<file path="config.mk">
export PLATFORM = sky130hd
export DESIGN_NAME = pcie_axi_master_wr
export DESIGN_NICKNAME = d
export VERILOG_FILES = /design/src/rtl/pcie_axi_master_wr.sv
export SDC_FILE = /design/constraint.sdc
export NUM_CORES = 1
export LEC_CHECK = 0
export ABC_AREA = 1
export CAP_MARGIN = 0
export CORE_AREA = 2 2 297 299
export DETAILED_ROUTE_END_ITERATION = 10
export DIE_AREA = 0 0 299 301
export GPL_TIMING_DRIVEN = 0
export PLACE_DENSITY_LB_ADDON = 0.3
export SYNTH_ARGS = -nofsm -noshare
export SYNTH_HDL_FRONTEND = slang
export SYNTH_SLANG_ARGS = --single-unit
</file>
<file path="constraint.sdc">
create_clock -name axiclk -period 3.5 [get_ports axiclk]
set_input_delay 0.7 -clock axiclk [delete_from_list [all_inputs] [get_ports axiclk]]
set_output_delay 0.7 -clock axiclk [all_outputs]
set_load 0.02 [all_outputs]
</file>
<file path="src/rtl/pcie_axi_master_wr.sv">
// Write-DMA initiator: turns one (address, beat count) command into AXI4 INCR write bursts
// fed from a local 256-bit stream, split at MAX_BURST beats and 4KB pages, with B-response checking.
module pcie_axi_master_wr #(
  parameter int unsigned DATA_W    = 256,
  parameter int unsigned ADDR_W    = 64,
  parameter int unsigned MAX_BURST = 16,
  parameter logic [7:0]  AXI_ID    = 8'h01
) (
  input  logic                axiclk,
  input  logic                in_user,
  input  logic                cmd_valid,
  output logic                cmd_ready,
  input  logic [ADDR_W-1:0]   cmd_addr,
  input  logic [10:0]         cmd_beats,
  input  logic [DATA_W-1:0]   s_data,
  input  logic                s_valid,
  output logic                s_ready,
  output logic                done,
  output logic                err,
  output logic [ADDR_W-1:0]   m_awaddr,
  output logic [7:0]          m_awid,
  output logic [7:0]          m_awlen,
  output logic [2:0]          m_awsize,
  output logic                m_awvalid,
  input  logic                m_awready,
  output logic [DATA_W-1:0]   m_wdata,
  output logic [DATA_W/8-1:0] m_wdata_par,
  output logic [DATA_W/8-1:0] m_wstrb,
  output logic [DATA_W/64-1:0] m_wstrb_par,
  output logic                m_wlast,
  output logic                m_wvalid,
  input  logic                m_wready,
  input  logic [7:0]          m_bid,
  input  logic [1:0]          m_bresp,
  input  logic                m_bvalid,
  output logic                m_bready
);

  localparam int unsigned STRB_W = DATA_W / 8;
  localparam int unsigned SPAR_W = DATA_W / 64;
  localparam int unsigned CNT_W  = 11;

  typedef enum logic [2:0] {
    S_IDLE, S_CALC, S_AW, S_WDATA, S_WRESP, S_DONE
  } state_t;

  state_t             state_q, state_d;
  logic [ADDR_W-1:0]  addr_q, addr_d;
  logic [CNT_W-1:0]   rem_q, rem_d;
  logic [7:0]         burst_q, burst_d;
  logic [7:0]         cnt_q, cnt_d;
  logic               err_q, err_d;
  logic [ADDR_W-1:0]  awaddr_q, awaddr_d;
  logic [7:0]         awlen_q, awlen_d;
  logic               cmd_ready_q, done_q, awvalid_q, bready_q;

  logic [CNT_W-1:0]   room_c, burst_c;
  logic               in_wdata_c, w_fire_c, last_c;
  logic               unused_addr_c;

  assign unused_addr_c = ^cmd_addr[4:0];

  // Burst size: limited by remaining beats, MAX_BURST and beats left in the current 4KB page
  always_comb begin
    room_c  = 11'(128) - 11'(addr_q[11:5]);
    burst_c = rem_q;
    if (11'(MAX_BURST) < burst_c) burst_c = 11'(MAX_BURST);
    if (room_c < burst_c)         burst_c = room_c;
  end

  assign in_wdata_c = (state_q == S_WDATA);
  assign w_fire_c   = in_wdata_c && s_valid && m_wready;
  assign last_c     = (cnt_q == (burst_q - 8'd1));

  always_comb begin
    state_d  = state_q;
    addr_d   = addr_q;
    rem_d    = rem_q;
    burst_d  = burst_q;
    cnt_d    = cnt_q;
    err_d    = err_q;
    awaddr_d = awaddr_q;
    awlen_d  = awlen_q;
    case (state_q)
      S_IDLE: begin
        if (cmd_valid && cmd_ready_q) begin
          addr_d = {cmd_addr[ADDR_W-1:5], 5'b0};
          rem_d  = cmd_beats;
          if (cmd_beats == 11'd0) begin
            err_d   = 1'b1;
            state_d = S_DONE;
          end else begin
            err_d   = 1'b0;
            state_d = S_CALC;
          end
        end
      end
      S_CALC: begin
        burst_d  = 8'(burst_c);
        awlen_d  = 8'(burst_c - 11'd1);
        awaddr_d = addr_q;
        state_d  = S_AW;
      end
      S_AW: begin
        if (awvalid_q && m_awready) begin
          cnt_d   = 8'd0;
          state_d = S_WDATA;
        end
      end
      S_WDATA: begin
        if (w_fire_c) begin
          cnt_d = cnt_q + 8'd1;
          if (last_c) state_d = S_WRESP;
        end
      end
      S_WRESP: begin
        // Errors are sticky but never abort, so the input stream stays beat-aligned
        if (m_bvalid && bready_q) begin
          if ((m_bresp != 2'b00) || (m_bid != AXI_ID)) err_d = 1'b1;
          rem_d   = rem_q - 11'(burst_q);
          addr_d  = addr_q + (ADDR_W'(burst_q) << 5);
          state_d = (rem_d == 11'd0) ? S_DONE : S_CALC;
        end
      end
      S_DONE:  state_d = S_IDLE;
      default: state_d = S_IDLE;
    endcase
  end

  always_ff @(posedge axiclk or negedge in_user) begin
    if (!in_user) begin
      state_q     <= S_IDLE;
      addr_q      <= '0;
      rem_q       <= '0;
      burst_q     <= '0;
      cnt_q       <= '0;
      err_q       <= 1'b0;
      awaddr_q    <= '0;
      awlen_q     <= '0;
      cmd_ready_q <= 1'b0;
      done_q      <= 1'b0;
      awvalid_q   <= 1'b0;
      bready_q    <= 1'b0;
    end else begin
      state_q     <= state_d;
      addr_q      <= addr_d;
      rem_q       <= rem_d;
      burst_q     <= burst_d;
      cnt_q       <= cnt_d;
      err_q       <= err_d;
      awaddr_q    <= awaddr_d;
      awlen_q     <= awlen_d;
      cmd_ready_q <= (state_d == S_IDLE);
      done_q      <= (state_d == S_DONE);
      awvalid_q   <= (state_d == S_AW);
      bready_q    <= (state_d == S_WRESP);
    end
  end

  // Odd parity per byte: parity bit makes the 9-bit group have an odd number of ones
  always_comb begin
    m_wdata_par = '0;
    m_wstrb_par = '0;
    for (int i = 0; i < int'(STRB_W); i++) m_wdata_par[i] = ~^s_data[8*i +: 8];
    for (int i = 0; i < int'(SPAR_W); i++) m_wstrb_par[i] = ~^m_wstrb[8*i +: 8];
  end

  assign cmd_ready = cmd_ready_q;
  assign done      = done_q;
  assign err       = err_q;
  assign m_awaddr  = awaddr_q;
  assign m_awid    = AXI_ID;
  assign m_awlen   = awlen_q;
  assign m_awsize  = 3'd5;
  assign m_awvalid = awvalid_q;
  assign m_wdata   = s_data;
  assign m_wstrb   = '1;
  assign m_wlast   = in_wdata_c && last_c;
  assign m_wvalid  = in_wdata_c && s_valid;
  assign s_ready   = in_wdata_c && m_wready;
  assign m_bready  = bready_q;

endmodule

</file>
==> results of run 1 <==
layer usage:
metal	vias up	share of wire, %	global-route usage, %
li1	7401	-	-
met4	8	2.5	4.29
met5	-	0.071	0
met1	6965	42	17.4
met3	75	8.0	3.89
met2	597	48	23.7
flip-flops by register name, summed over array words and instances, names as in the netlist:
name / count
addr_q: 59
m_awaddr: 59
rem_q: 11
burst_q: 8
cnt_q: 8
m_awlen: 8
state_q: 3
cmd_ready: 1
done: 1
err: 1
m_awvalid: 1
m_bready: 1
power groups by stage:
stage / combinational, W / clock [W] / sequential [W]
3_3_place_gp: 0.00858 / 0 / 0.00357
6_report: 0.00853 / 0.00216 / 0.00356
2_1_floorplan: 0.00468 / 0 / 0.00377
4_1_cts: 0.00862 / 0.00219 / 0.00355
5_1_grt: 0.00936 / 0.00225 / 0.00368
3_5_place_dp: 0.00857 / 0 / 0.00357
critical path, delay by kind of cell:
kind,cells,cell delay (ps)
xor+xnor,3,770
buf+inv,2,1110
worst max path at each step:
stage | start | to | slack [ps] | depth (start not counted)
3_5_place_dp | addr_q[5]$_DFFE_PN0P_ | m_awlen[4]$_DFFE_PN0P_ | 180 | 18
6_report | s_data[97] | m_wdata_par[12] | 210 | 5
4_1_cts | burst_q[1]$_DFFE_PN0P_ | m_wlast | 110 | 11
3_3_place_gp | in_user | m_awlen[4]$_DFFE_PN0P_ | -5600 | 1
2_1_floorplan | addr_q[6]$_DFFE_PN0P_ | m_awlen[2]$_DFFE_PN0P_ | 720 | 16
5_1_grt | addr_q[5]$_DFFE_PN0P_ | m_awlen[4]$_DFFE_PN0P_ | -10 | 18
placed cells by master (no fill, tap or decap), types with 3 or more instances in the layout:
cell type	n
buf_4	310
nor2_1	112
ha_1	27
o21a_1	5
bufinv_16	5
conb_1	55
buf_2	12
xnor2_1	166
o211ai_1	33
nor3_4	3
clkbuf_16	17
o22ai_1	24
nand2_2	19
a21oi_1	37
or2_1	3
nor3_1	29
o21bai_1	3
inv_1	144
clkbuf_8	5
xor2_1	102
nand2_4	4
inv_2	21
clkbuf_1	33
nand3_1	96
nor3_2	7
nand4_1	22
nand2_1	301
clkdlybuf4s50_1	703
nor4_2	3
nor4_1	9
o21ai_1	28
o21ai_0	131
nor2_2	15
and3_1	6
nor2_4	10
dfrtp_1	161
logic make-up after synthesis:
logic type                 count (synthesis)  synth area share (%)
adders and majority gates                 29                  2.59
other                                      2                0.0516
DFF                                      161                  27.7
and+or+nand+nor                          652                  21.3
AOI/OAI and AO/OA                        274                  10.7
xor gates and xnor gates                 268                  16.1
buffers and inverters                    519                  21.6
layout make-up:
class	count	area, µm²
Clock buffer	23	488
Inverter	165	619
Multi-Input combinational cell	1278	7600
Timing Repair Buffer	707	7100
Antenna cell	1	2.50
Clock inverter	9	176
Sequential cell	161	4030
Fill cell	9509	62500
Tap cell	1155	1450
Buffer	354	2520
metrics by stage:
stage                     area, µm²  hold slack, ps  instances
after detailed placement      23300             468       3819
after floorplan               14800             404       1958
after global routing          24000             252       3852
after CTS                     24000             234       3851
after global placement        23300             467       3818
final                         24000             191       3853
what timing repair did:
action,CTS,global route
hold buffers,0,0
buffers inserted,0,1
setup endpoints to repair,1,5
resized for setup,1,4
pin swaps,0,2
==> metrics.txt, run 1 <==
min cycle time layout 3290 ps; drt pass-1 iters 5; RR Endpoint m_awlen[4]$_DFFE_PN0P_; top cells by count, synth buf_4, nand2_1, xnor2_1, dfrtp_1, inv_1; first-pass GRT wire length 94300 µm; Setup WS post-layout 213 ps; H-tree lvl count 4; pwr/cell area 594 nW/µm²; total number of yosys warnings 0; DR WL/cell 17.2 µm; Final GP Congestion 0.904; cells taking the most area after synthesis dfrtp_1, buf_4, xnor2_1; Setup TNS 0 ps; DRC 0; Leak 10.1 nW; DP Worst Slack 181 ps; internal power 0.00755 W; CP required 2800 ps; Routed WL 66400 µm; Worst Tran Pin Value 1080 ps; FF-to-FF setup slack 290 ps; layout cells sized above 1 16.8%; Sw Ratio 47.0%; total grt overflow 0; Die X-Extent 299 µm; max cap viols 0; P&R area growth vs syn 64.6%; Synth Cell Area 14600 µm²; delay of the slowest critical-path stage 610 ps; Num CTS Buffers 17; Nets 3061; total track usage 14.0%; Gate power share 59.9%; Worst-path clk slew 60 ps; clock skew 17.6 ps; Post-synth EDFFs 0; worst path cell trace clkdlybuf4s50_1, xor2_1, xor2_1, xnor2_1, clkdlybuf4s50_1; Max Buffers Root-to-Sink 2; vias in the first global route 14641; PnR Total Power 0.0143 W; Yosys reg bits 161; maximum number of pins on one net before global-route repair 91; Reg-to-Reg Start addr_q[5]$_DFFE_PN0P_; antenna violations before repair 6; post-synthesis sequential area ratio 27.7%; die area 90000 µm²; Setup crit end kind output pin; Port-buffer cells 705; row count 108; commonest register cell after synthesis dfrtp_1; Setup Viol. Count Final 0; Hold Vio Cnt, Final 0; Max Freq 0.304 GHz; Worst Path Arrival 2590 ps; post-route ant nets 0; status finished clean; CORE AREA 86500 µm²; clk_lat worst skew 470 ps; sequential power share 25.0%; Boundary Pins 763; clock power share 15.2%; Root Driver clkbuf_16; RSZ-0062 raised after global routing true; Avg Inst Size Synth 7.64 µm²; die height 301 µm; Setup crit start kind primary input; vias 15046; Crit Path Class primary input to output pin; top-count cell post-synth buf_4; reg2reg path depth 18; worst rel slew slack 27.7%; cell type with the largest total area after synthesis dfrtp_1; fin util 27.7%; Final Max Slew Viols 0; Hold WC Path Type primary input to asynchronous set/reset pin; CP max stage cell clkdlybuf4s50_1; Post-synth ARST share 100%; Psw 0.00670 W; worst vdd ir 0.297 mV; Crit Path Max Fanout 2; cells after synthesis 1905; period utilization 93.9%; clock sinks 161; 1st-iter DRT viols 838; Starting Density 16.8%; vias per cell 3.91; Yosys top cell area share 27.7%; CTS tree built; post-DP HPWL 56800 µm; distinct cell type count after synthesis 54
No activity file was read; power rests on OpenSTA's default activity.
==> run 2: changes to the inputs <==
--- a/constraint.sdc
+++ b/constraint.sdc
@@ -3,2 +3,2 @@
 set_output_delay 0.7 -clock axiclk [all_outputs]
-set_load 0.02 [all_outputs]
+set_load 0.05 [all_outputs]
==> run 2 against run 1 <==
Compared with the run above:
- clock skew hardly changed
- worst hold slack hardly changed
- utilization hardly changed
- flip-flop and latch count stayed put
- non-clock buffer count stayed put
- maximum frequency is 2.9% lower
- critical path depth stayed put
- clock-buffer cell count stayed put
- via count is 0.11% higher
- sequential power hardly changed
- die area stayed put
- clock power hardly changed
- critical path type unchanged
==> metrics.txt, run 2 (synthesized netlist as in run 1, its figures left out) <==
row count 108 (unchanged); Setup Viol. Count Final 0 (unchanged); Setup crit end kind output pin (unchanged); Max Freq 0.296 GHz (was 0.304 GHz); total track usage 14.0% (unchanged); Critical path buffers and inverters 2 (unchanged); 1st-iter DRT viols 837 (was 838); final instance area 24000 µm² (about the same); Max Buffers Root-to-Sink 2 (unchanged); cell family with most CP delay buffers and inverters (unchanged); Setup crit start kind primary input (unchanged); Setup WS post-layout 117 ps (was 213 ps); Worst-path clk slew 60 ps (about the same); CP required 2800 ps (about the same); first-pass GRT wire length 94300 µm (unchanged); Psw 0.00836 W (was 0.00670 W); sequential power share 22.4% (was 25.0%); post-DP HPWL 56800 µm (unchanged); CORE AREA 86500 µm² (unchanged); Gate power share 64.0% (was 59.9%); commonest non-fill, non-tap cells in the layout clkdlybuf4s50_1, buf_4, nand2_1 (unchanged); P&R area growth vs syn 64.6% (about the same); vias 15062 (was 15046); layout cells sized above 1 16.8% (unchanged); post-route ant nets 0 (unchanged); H-tree lvl count 4 (unchanged); DR WL/cell 17.2 µm (about the same); Routed WL 66400 µm (about the same); clock skew 17.6 ps (about the same); DP Worst Slack -11.7 ps (was 181 ps); Port-buffer cells 705 (unchanged); hold_buf cts 0 (unchanged); DRC 0 (unchanged); delay of the slowest critical-path stage 850 ps (was 610 ps); most common cell after layout, fill and taps aside clkdlybuf4s50_1 (unchanged); vias in the first global route 14641 (unchanged); clock power share 13.6% (was 15.2%); worst path cell trace clkdlybuf4s50_1, xor2_1, xor2_1, xnor2_1, clkdlybuf4s50_1 (unchanged); Setup TNS 0 ps (unchanged); Hold Vio Cnt, Final 0 (unchanged); worst vdd ir 0.297 mV (about the same); Crit Path Class primary input to output pin (unchanged); Placed Area 23300 µm² (unchanged); Starting Density 16.8% (unchanged); clk_lat worst skew 470 ps (about the same); Die X-Extent 299 µm (unchanged); drt pass-1 iters 5 (unchanged); Num CTS Buffers 17 (unchanged); clock sinks 161 (unchanged); die height 301 µm (unchanged); max cap viols 0 (unchanged); Worst Tran Pin Value 1080 ps (about the same); die area 90000 µm² (unchanged); vias per cell 3.91 (about the same); period utilization 96.7% (was 93.9%); Final GP Congestion 0.904 (unchanged); worst rel slew slack 27.8% (was 27.7%); Final Max Slew Viols 0 (unchanged); Leak 10.1 nW (about the same); min cycle time layout 3380 ps (was 3290 ps); CTS tree built (unchanged); total grt overflow 0 (unchanged); Boundary Pins 763 (unchanged); internal power 0.00753 W (was 0.00755 W); filler cell count in the final layout 9509 (unchanged); CP max stage cell clkdlybuf4s50_1 (unchanged); Nets 3061 (unchanged); Hold WC Path Type primary input to asynchronous set/reset pin (unchanged); maximum number of pins on one net before global-route repair 91 (unchanged); antenna violations before repair 6 (unchanged); Sw Ratio 52.6% (was 47.0%); RSZ-0062 raised after global routing true (unchanged); Crit Path Max Fanout 2 (unchanged); pwr/cell area 663 nW/µm² (was 594 nW/µm²); Root Driver clkbuf_16 (unchanged); status finished clean (unchanged); Worst Path Arrival 2680 ps (was 2590 ps)
==> run 2: cell count changes in the layout (fill, tap and decap cells not counted), sizes merged <==
| cell | change |
|---|---|
| buf | +1 |
| clkdlybuf4s50 | -2 |
| dlymetal6s2s | +1 |
==> run 2: worst paths after layout <==
kind,from,depth (start not counted),slack (ps),end
min,in_user,1,190,m_awaddr[26]$_DFFE_PN0P_
min reg2reg,m_awaddr[13]$_DFFE_PN0P_,2,480,m_awaddr[13]$_DFFE_PN0P_
min in group axiclk,m_awaddr[13]$_DFFE_PN0P_,2,480,m_awaddr[13]$_DFFE_PN0P_
max reg2reg,addr_q[5]$_DFFE_PN0P_,18,290,m_awlen[4]$_DFFE_PN0P_
max in group asynchronous,in_user,2,2380,m_awaddr[11]$_DFFE_PN0P_
max,s_data[113],5,120,m_wdata_par[14]
==> run 2: metal layers <==
layer | track usage [%] | routed length (µm) | up-vias | part of all wire, %
met5 | 0 | 47 | - | 0.071
met4 | 4.29 | 1650 | 8 | 2.5
met3 | 3.89 | 5340 | 75 | 8.0
met2 | 23.7 | 31700 | 605 | 48
met1 | 17.4 | 27700 | 6975 | 42
li1 | - | - | 7399 | -
==> run 2: worst register-to-register path, stage by stage, from the launching register on <==
cell and delay [ps]:
dfrtp_1 430, inv_2 130, ha_1 200, nand3_1 140, nor3_2 150, xor2_1 220
ha_1 280, a21oi_1 150, o21ai_0 120, a21oi_2 310, nand2_4 150, nand2_1 100
nand2_2 90, ha_1 240, nand2_2 110, o21ai_1 60, o21ai_0 110, nand2_1 90
nand2_1 70
==> run 2: area by class of cell <==
cell class                      count  area [µm²]  share of cell area (%)
Clock inverter                      9         176                   0.736
Timing Repair Buffer              707        7090                    29.6
Clock buffer                       23         488                    2.04
Multi-Input combinational cell   1278        7600                    31.7
Sequential cell                   161        4030                    16.8
Antenna cell                        1        2.50                  0.0104
Inverter                          165         619                    2.58
Buffer                            354        2520                    10.5
Tap cell                         1155        1450                    6.03
==> run 2: power by group through the flow <==
| stage | Combinational [W] | Clock (W) | Sequential, W |
|---|---|---|---|
| after floorplan | 0.00547 | 0 | 0.00462 |
| after global placement | 0.0102 | 0 | 0.00357 |
| after detailed placement | 0.0102 | 0 | 0.00357 |
| after CTS | 0.0103 | 0.00219 | 0.00355 |
| after global routing | 0.0110 | 0.00225 | 0.00368 |
| final | 0.0102 | 0.00216 | 0.00355 |
==> run 2: per-stage QoR <==
stage	std cells	hold WS, ps	utilization [%]	power [W]
floorplan	1958	404	-	0.0101
global placement	3818	467	26.9	0.0138
detailed placement	3819	468	26.9	0.0138
CTS	3851	234	27.7	0.0160
global route	3852	252	27.7	0.0169
finish	3853	191	27.7	0.0159
==> run 2: what timing repair did <==
action	in CTS	in global routing
hold endpoints to repair	0	0
resized for setup	4	6
endpoints found under the setup margin	2	6
pin swaps	0	2
cloned	0	0
buffers inserted	0	1
==> run 3: changes to the inputs <==
- GPL_TIMING_DRIVEN: 0 -> 1
==> run 3 against run 2 <==
Compared with the run above:
- register-to-register slack improved by 80 ps
- final cell count fell by 8.9%
- largest power group unchanged
- die area did not move
- clock-buffer cell count fell by 5
- utilization fell by 2.9 points
==> metrics.txt, run 3 (synthesized netlist as in run 1, its figures left out) <==
status finished clean (unchanged); CTS tree built (unchanged); Multi-input gate area 7600 µm² (unchanged); Starting Density 16.8% (unchanged); commonest non-fill, non-tap cells in the layout clkdlybuf4s50_1, nand2_1, xnor2_1 (was clkdlybuf4s50_1, buf_4, nand2_1); Hold WC Path Type primary input to asynchronous set/reset pin (unchanged); total area of sequential cells 4030 µm² (unchanged); Setup crit start kind flip-flop (was primary input); H-tree lvl count 4 (unchanged); maximum number of pins on one net before global-route repair 122 (was 91); Worst Tran Pin Value 793 ps (was 1080 ps); FF-to-FF setup slack 370 ps (was 290 ps); RSZ-0062 raised after global routing false (was true); worst vdd ir 0.396 mV (was 0.297 mV); Setup Viol. Count Final 0 (unchanged); Final GP Congestion 0.870 (was 0.904); Hold Slack 242 ps (was 191 ps); clock sinks 161 (unchanged); post-DP HPWL 49700 µm (was 56800 µm); layout cells sized above 1 7.39% (was 16.8%); Root Driver clkbuf_16 (unchanged); filler cell count in the final layout 9531 (was 9509); antenna violations before repair 13 (was 6); die height 301 µm (unchanged); Setup crit end kind flip-flop (was output pin); Boundary Pins 763 (unchanged); row count 108 (unchanged); DR WL/cell 16.7 µm (was 17.2 µm); Worst-path clk slew 70 ps (was 60 ps); Max Freq 0.320 GHz (was 0.296 GHz); Crit Path Class flip-flop to flip-flop (was primary input to output pin); pwr/cell area 709 nW/µm² (was 663 nW/µm²); vias per cell 3.84 (was 3.91); Worst Path Arrival 3530 ps (was 2680 ps); clock skew 11.2 ps (was 17.6 ps); Die X-Extent 299 µm (unchanged); first-pass GRT wire length 84800 µm (was 94300 µm); 1st-iter DRT viols 897 (was 837); most common cell after layout, fill and taps aside clkdlybuf4s50_1 (unchanged); Nets 2718 (was 3061); CP required 3900 ps (was 2800 ps); vias 13496 (was 15062); total grt overflow 0 (unchanged); max cap viols 0 (unchanged); Setup TNS 0 ps (unchanged); Max Buffers Root-to-Sink 2 (unchanged); fin util 24.8% (was 27.7%); Crit Path Max Fanout 10 (was 2); vias in the first global route 13187 (was 14641); Num CTS Buffers 17 (unchanged); period utilization 89.4% (was 96.7%); Routed WL 58700 µm (was 66400 µm); DRC 0 (unchanged); P&R area growth vs syn 47.3% (was 64.6%); post-route ant nets 0 (unchanged); Port-buffer cells 705 (unchanged); Leak 8.59 nW (was 10.1 nW); total track usage 12.5% (was 14.0%); worst rel slew slack 47.0% (was 27.8%); drt pass-1 iters 5 (unchanged); Final Max Slew Viols 0 (unchanged); die area 90000 µm² (unchanged); min cycle time layout 3130 ps (was 3380 ps); CORE AREA 86500 µm² (unchanged); Hold Vio Cnt, Final 0 (unchanged); clk_lat worst skew 470 ps (about the same)
-- run 3: changes by cell type in the layout (fill, tap and decap cells not counted), sizes merged --
cell,change
clkbuf,-37
diode,+1
inv,+6
clkdlybuf4s50,-31
dlygate4sd2,-1
bufinv,-4
buf,-278
clkinvlp,+2
dlymetal6s2s,-1
clkinv,+1
-- run 3: power by group --
| group | leakage (nW) | internal [W] | total [W] | switching, W |
|---|---|---|---|---|
| clock network | 0.278 | 0.00102 | 0.00193 | 0.000905 |
| logic | 6.32 | 0.00326 | 0.00976 | 0.00649 |
| registers | 2.00 | 0.00271 | 0.00352 | 0.000805 |
-- run 3: final timing paths --
kind                                   startpoint                       end  depth (start not counted)
max                         addr_q[5]$_DFFE_PN0P_    m_awlen[4]$_DFFE_PN0P_                         18
min                                       in_user  m_awaddr[25]$_DFFE_PN0P_                          1
max reg2reg                 addr_q[5]$_DFFE_PN0P_    m_awlen[4]$_DFFE_PN0P_                         18
min reg2reg                m_awlen[5]$_DFFE_PN0P_    m_awlen[5]$_DFFE_PN0P_                          2
max in group asynchronous                 in_user  m_awaddr[42]$_DFFE_PN0P_                          2
min in group axiclk        m_awlen[5]$_DFFE_PN0P_    m_awlen[5]$_DFFE_PN0P_                          2
-- run 3: cell type report --
type / instances / share of cell area [%]
multi-input cells: 1278 / 35.4
repair buffers: 718 / 33.4
flip-flops and latches: 161 / 18.8
well taps: 1155 / 6.74
inverters: 165 / 2.89
clock buffers: 18 / 2.05
clock inverters: 14 / 0.677
diodes: 2 / 0.0233
-- run 3: repair_timing --
action	4_1_cts	5_1_grt
setup buffers	0	1
endpoints found under the setup margin	0	1
gates resized for setup	0	1
hold buffers	0	0
-- run 3: critical path, stage by stage, from the launching register on --
cell,delay (ps)
dfrtp_1,410
inv_1,160
ha_1,210
nand3_1,130
nor3_2,150
xor2_1,230
ha_1,280
a21oi_1,160
o21ai_0,120
a21oi_2,320
nand2_4,140
nand2_1,100
nand2_2,100
ha_1,210
nand2_2,90
o21ai_1,60
o21ai_0,80
nand2_1,60
nand2_1,60
-- run 3: metrics by stage --
| step | instance area, µm² | instances | setup slack (ps) | total power [W] |
|---|---|---|---|---|
| finish | 21500 | 3511 | 371 | 0.0152 |
| global route | 21400 | 3509 | 92.2 | 0.0164 |
| CTS | 21400 | 3508 | 320 | 0.0154 |
| detailed placement | 20800 | 3476 | 330 | 0.0134 |
| global placement | 20800 | 3476 | 384 | 0.0134 |
| floorplan | 14800 | 1958 | 725 | 0.0101 |
-- run 3: routing by layer --
metal	share of wire (%)	vias to the layer above	GRT usage, %
met5	0.073	-	0
met1	44	6205	16.5
met4	1.4	8	2.90
met2	47	517	20.5
li1	-	6718	-
met3	7.3	48	3.10
